**config.mk**
```make
export PLATFORM = sky130hd
export DESIGN_NAME = mac_sequencer
export DESIGN_NICKNAME = d
export VERILOG_FILES = /design/src/rtl/mac_sequencer_pkg.sv /design/src/rtl/mac_sequencer.sv
export SDC_FILE = /design/constraint.sdc
export NUM_CORES = 1
export LEC_CHECK = 0
export ABC_AREA = 1
export CAP_MARGIN = 25
export CORE_MARGIN = 8
export CORE_UTILIZATION = 43
export DETAILED_ROUTE_END_ITERATION = 8
export GPL_TIMING_DRIVEN = 0
export PLACE_DENSITY = 0.77
export SLEW_MARGIN = 40
export SYNTH_ARGS = -nofsm -noshare
export SYNTH_HDL_FRONTEND = slang
export SYNTH_SLANG_ARGS = --single-unit
```
**constraint.sdc**
```tcl
create_clock -name clock -period 2.4 [get_ports clock]
set_input_delay 0.36 -clock clock [delete_from_list [all_inputs] [get_ports clock]]
set_output_delay 0.36 -clock clock [all_outputs]
set_load 0.02 [all_outputs]
```
**src/rtl/mac_sequencer_pkg.sv**
```systemverilog
// Shared definitions for the neuron MAC sequencer: default datapath widths
// (common with the DSP slice wrapper and the activation stage) and the
// sequencer state encoding.
package mac_sequencer_pkg;

    // Default operand and accumulator widths of the DSP slice.
    localparam int DEF_A_W         = 18;
    localparam int DEF_B_W         = 18;
    localparam int DEF_ACC_W       = 48;
    localparam int DEF_N_TERMS     = 16;
    localparam int DEF_MAC_LATENCY = 1;

    // State encoding. IDLE must stay at zero so a reset state reads as 0.
    localparam logic [1:0] ST_IDLE = 2'd0;
    localparam logic [1:0] ST_LOAD = 2'd1;
    localparam logic [1:0] ST_WAIT = 2'd2;
    localparam logic [1:0] ST_DONE = 2'd3;

    typedef enum logic [1:0] {
        S_IDLE = ST_IDLE,
        S_LOAD = ST_LOAD,
        S_WAIT = ST_WAIT,
        S_DONE = ST_DONE
    } state_e;

endpackage

```
**src/rtl/mac_sequencer.sv**
```systemverilog
// Sequencer for one neuron dot product on an external multiply-accumulate
// slice (mac_op = a*b + c). A bias seeds the accumulator, then N_TERMS
// operand pairs are issued one per pass; each slice result is fed back as
// the next c operand. The final sum is offered on a valid/ack port.
//
// Handshakes: an operand pair transfers on a rising edge where in_valid and
// in_ready are both high; in_ready is high only in LOAD and depends on state
// alone. The result is offered while res_valid is high and is retired on the
// edge where res_ack is high; result stays stable until then. start is only
// looked at in IDLE. Reset is synchronous and overrides everything.
module mac_sequencer
    import mac_sequencer_pkg::*;
#(
    parameter int A_W         = DEF_A_W,
    parameter int B_W         = DEF_B_W,
    parameter int ACC_W       = DEF_ACC_W,
    parameter int N_TERMS     = DEF_N_TERMS,
    parameter int MAC_LATENCY = DEF_MAC_LATENCY
) (
    input  logic             clock,
    input  logic             reset,
    input  logic             start,
    input  logic [ACC_W-1:0] bias,
    output logic             busy,
    input  logic             in_valid,
    output logic             in_ready,
    input  logic [A_W-1:0]   in_a,
    input  logic [B_W-1:0]   in_b,
    output logic [A_W-1:0]   mac_a,
    output logic [B_W-1:0]   mac_b,
    output logic [ACC_W-1:0] mac_c,
    input  logic [ACC_W-1:0] mac_op,
    output logic             res_valid,
    output logic [ACC_W-1:0] result,
    input  logic             res_ack,
    output logic [1:0]       dbg_state_o
);

    // Term counter only ever needs to reach N_TERMS-1; wait counter holds
    // MAC_LATENCY and needs at least one bit even for a combinational slice.
    localparam int CNT_W  = $clog2(N_TERMS) + 1;
    localparam int WAIT_W = (MAC_LATENCY > 0) ? $clog2(MAC_LATENCY + 1) : 1;
    localparam logic [CNT_W-1:0]  CNT_LAST  = CNT_W'(N_TERMS - 1);
    localparam logic [WAIT_W-1:0] WAIT_INIT = WAIT_W'(MAC_LATENCY);

    state_e              state_q;
    logic [ACC_W-1:0]    acc_q;
    logic [CNT_W-1:0]    cnt_q;
    logic [CNT_W-1:0]    cnt_d;
    logic [WAIT_W-1:0]   wait_q;
    logic [WAIT_W-1:0]   wait_d;
    logic [A_W-1:0]      mac_a_q;
    logic [B_W-1:0]      mac_b_q;
    logic [ACC_W-1:0]    mac_c_q;
    logic [ACC_W-1:0]    result_q;

    assign cnt_d  = cnt_q + CNT_W'(1);
    assign wait_d = wait_q - WAIT_W'(1);

    // Sequencer FSM: capture bias, issue each pair, wait out the slice
    // latency, fold mac_op back into the accumulator, then hold the result.
    always_ff @(posedge clock) begin
        if (reset) begin
            state_q  <= S_IDLE;
            acc_q    <= '0;
            cnt_q    <= '0;
            wait_q   <= '0;
            mac_a_q  <= '0;
            mac_b_q  <= '0;
            mac_c_q  <= '0;
            result_q <= '0;
        end else begin
            case (state_q)
                S_IDLE: begin
                    if (start) begin
                        acc_q   <= bias;
                        cnt_q   <= '0;
                        state_q <= S_LOAD;
                    end
                end
                S_LOAD: begin
                    if (in_valid) begin
                        mac_a_q <= in_a;
                        mac_b_q <= in_b;
                        mac_c_q <= acc_q;
                        wait_q  <= WAIT_INIT;
                        state_q <= S_WAIT;
                    end
                end
                S_WAIT: begin
                    // mac_op is valid on the (MAC_LATENCY+1)-th edge after
                    // the handshake, i.e. once the wait counter has drained.
                    if (wait_q == '0) begin
                        acc_q <= mac_op;
                        cnt_q <= cnt_d;
                        if (cnt_q == CNT_LAST) begin
                            result_q <= mac_op;
                            state_q  <= S_DONE;
                        end else begin
                            state_q <= S_LOAD;
                        end
                    end else begin
                        wait_q <= wait_d;
                    end
                end
                S_DONE: begin
                    if (res_ack) begin
                        state_q <= S_IDLE;
                    end
                end
                default: state_q <= S_IDLE;
            endcase
        end
    end

    // Status flags decode straight from the state register.
    assign busy        = (state_q != S_IDLE);
    assign in_ready    = (state_q == S_LOAD);
    assign res_valid   = (state_q == S_DONE);
    assign mac_a       = mac_a_q;
    assign mac_b       = mac_b_q;
    assign mac_c       = mac_c_q;
    assign result      = result_q;
    assign dbg_state_o = state_q;

endmodule

```
==> results <==
- The flow ran to the end, and the final reports show no timing, DRC or antenna violations.
- The hold path startpoint is result[5].
- The worst setup path is of the flip-flop to flip-flop kind.
- The startpoint of the worst register-to-register path is cnt_q[0].
- STA classifies the critical path endpoint as a flip-flop.
- Buffers inserted during clock tree synthesis total 17.
- For the final routed database, the setup TNS stands at 0 ns.
- The slack of the worst reg-to-reg path is about 0.16 ns.
- The clock transition at the registers of the reported paths is 0.07 ns.
- Data on the critical path is required at its endpoint by 2.75 ns.
- The per-cell via count in the routed design is 4.93.
- Along the worst hold path, the cell count comes to 2.
- The terminating pin of the worst hold path is result[5].
- The share of total power dissipated in sequential elements is 0.429.
- For this run, design rule violations remaining after detail routing come to 0.
- Wires add up to between 20,000 and 30,000 um.
- The internal portion of the total power is 5670 uW.
- The setup-violating endpoint count in the final report is 0.
- The endpoint identified for the worst register-to-register timing path is result[31].
- The tree built by TritonCTS fans out to between 150 and 200 sinks.
- The largest driver fanout on the critical path is 10.
- The detailed placer's ending HPWL is approximately 20,000 um.
- In the final routed layout, each cell accounts on average for 16.1 um.
- The count of synthesis-stage warnings from yosys is 0.
- The die covers 22,800 um2.
- The floorplan step set the die height to between 150 and 200 um.
- The maximum buffer depth of the clock tree is 2.
- The count of hold buffers inserted by post-cts repair is 0.
- The register area is 3760 um2.
- The part of the Yosys area used for sequential elements is 0.481.
- The number of maximum-capacitance constraint violations is 0.
- The cell sitting at the root of the clock tree is a clkbuf_16.
- For this block, the via count after detailed routing is 8,157.
- The synthesized area is 7820 um2.
- The congestion estimate from routability-driven global placement came to between 0.8 and 0.9.
- The setup slack after placement is roughly 0.17 ns.
- In this run the number of H-tree levels came out at 4.
- Setup slack closes at around 0.16 ns.
- In this run the tool buffered the top-level ports with 273 buffer cells.
- The layout has 1,600 filler cells.
- For the worst setup path, the data arrival time is 2.59 ns.
- The pin count of the biggest net entering global routing is 17.
- Synthesis handed over a netlist of roughly 1,100 instances.
- The multi-input combinational cells in the finished layout cover a total of 3320 um2.
- The core area is 17,900 um2.
- Measured against its own limit, the worst slew margin works out to 0.592.
- Based on the critical path, the design can be clocked at up to between 0.4 and 0.5 GHz.
- The distinct cell type count after synthesis is 20.
- The switching share of total power is 0.307.
- The transition time of the tightest slew-check pin is ~0.6 ns.
- The number of hold violations in the final report is 0.
- The count of inserted antenna diode cells is 0.
- The startpoint type of the worst setup path is a flip-flop.
- The number of antenna violations at the first check in global routing was 0.
- The initial utilization of the core area, before any placement, comes to 0.437.
- Summed over all nets, the switching power comes to 2510 uW.
- The pre-antenna-repair detailed-routing pass consisted of 5 iterations.
- The number of nets handed over by synthesis was between 1,000 and 1,500.
- The reported leakage power is 0.00458 uW.
- In the final layout, the share of cells above drive strength 1 is 0.0681.
- The share of total power dissipated in the clock network is 0.338.
- The clock tree from TritonCTS is yes.
- From synthesis to final layout, the design area changed by 45.9%.
- The global-route wire length before repair is 40,500 um.
- Row generation in the floorplan step produced 49 rows.
- The insertion delay to the later sink of the worst-skew pair is ~0.43 ns.
- The remaining antenna violation count after routing is 0.
- The overall routing resource usage is 0.226.
- The via count of the first global-routing pass is a little under 8,000.
- In the finished design, the share of the clock period the worst path needs comes to 0.935.
- Dividing the synthesized area by the synthesized cell count gives 6.99 um2.
- Subtracting the final worst setup slack from the clock period gives 2.24 ns.
- For the final database, setup skew stands at roughly 0.011 ns.
- The critical path starts at cnt_q[0].
- After the last flow step, the layout net total stands at 1,550.
- The worst reg-to-reg path cell count is 10.
- The number of max-slew violations in the final report was 0.
- The total overflow left after global routing is 0.
- The number of instances resized during post-cts repair is 2.
- The maximum ir drop on the vdd rail is 511 uV.
- The boundary pin count is 274.
- Setup repair after global routing left no endpoint under its margin.
- In this run the post-CTS setup repair buffer count came out at 0.
- Counting flops and latches in the post-synthesis netlist gives 188.
- The combinational cell fraction of total power is 0.233.
- The min-delay analysis places its worst path in the category flip-flop to flip-flop.
- The chip width is 151 um.
- For this design the ratio of total power to cell area is 717 nW/um2.
- The number of DRC markers in iteration 0 is approximately 460.
registers in the layout, indices dropped and copies added, names as in the netlist:
register and cells:
wait_q 1, mac_c 48, result 48, acc_q 48, cnt_q 5, mac_a 18
mac_b 18, dbg_state_o 2
power groups by stage:
stage | Clock, uW | Sequential, uW | Combinational, uW
2_1_floorplan | 0 | 3650 | 1060
3_3_place_gp | 0 | 3560 | 1890
3_5_place_dp | 0 | 3570 | 1910
4_1_cts | 2810 | 3500 | 1920
5_1_grt | 2950 | 3530 | 2110
6_report | 2770 | 3500 | 1910
critical path: stages, from the launching register on:
cell and delay, ns:
dfxtp_1 0.40, ha_1 0.22, nand2_1 0.07, nor2_1 0.09, ha_1 0.15, inv_1 0.06, nor2_2 0.21, buf_2 0.32
buf_2 0.33, nand3_1 0.13, a21oi_1 0.18
layout by cell type (no fill, tap or decap), types with 3 or more instances in the layout:
cell type and n:
a21oi_1 139, buf_1 3, buf_2 27, buf_4 21, buf_6 8, clkbuf_1 26
clkbuf_16 17, clkdlybuf4s50_1 272, clkinv_2 4, dfxtp_1 187, inv_1 61, inv_2 4
inv_6 5, nand2_1 390, nand2_2 3, nand3_1 137, nor2_1 102, o21ai_0 3
worst max path at each step:
stage,end,slack [ns],cells past startpoint
CTS,result[31],0.22,10
detailed placement,mac_a[14],0.17,5
global placement,mac_a[9],0.18,5
floorplan,result[27],0.75,10
finish,result[31],0.16,10
global route,result[33],0.02,10
area by class of cell:
cell class              instances  area share
flip-flops and latches        188       0.330
inverters                      66      0.0217
multi-input cells             781       0.291
clock buffers                  20      0.0400
plain buffers                  84      0.0428
clock inverters                12     0.00965
well taps                     229      0.0251
repair buffers                273       0.239
Yosys cell counts:
library cell    n  share of area
a21oi_1       139          0.089
a31oi_1         1        0.00080
buf_1           3         0.0014
buf_2          27          0.017
buf_4          21          0.020
buf_6           8          0.012
clkbuf_1       25          0.012
clkinv_1        1        0.00048
dfxtp_1       188           0.48
ha_1            2         0.0032
inv_1          61          0.029
inv_2           4         0.0019
nand2_1       390           0.19
nand2_2         3         0.0024
nand3_1       137          0.088
nand3b_1        1        0.00096
nand4_1         1        0.00080
nor2_1        102          0.049
nor2_2          2         0.0016
o21ai_0         3         0.0019
per-layer routing:
metal,up-vias,share of wire,global-route usage
li1,4119,-,-
met1,3721,0.39,0.252
met2,272,0.49,0.395
met3,45,0.096,0.0708
met4,0,0.025,0.0866
met5,-,0,0
metrics by stage:
step                instances  area [um2]  total power (uW)  hold WS, ns   util
floorplan                1119        7820              4710        0.439      -
global placement         1621       10800              5450        0.447  0.605
detailed placement       1621       10800              5480        0.451  0.605
CTS                      1653       11400              8230        0.461  0.637
global route             1653       11400              8600        0.471  0.637
finish                   1653       11400              8180        0.459  0.637
logic make-up after synthesis:
logic type	synth area share
compound gates	0.0917
fa+ha+maj	0.00320
flops	0.481
buf+inv	0.0941
simple gates	0.330
Power figures use the tool's default switching activity.
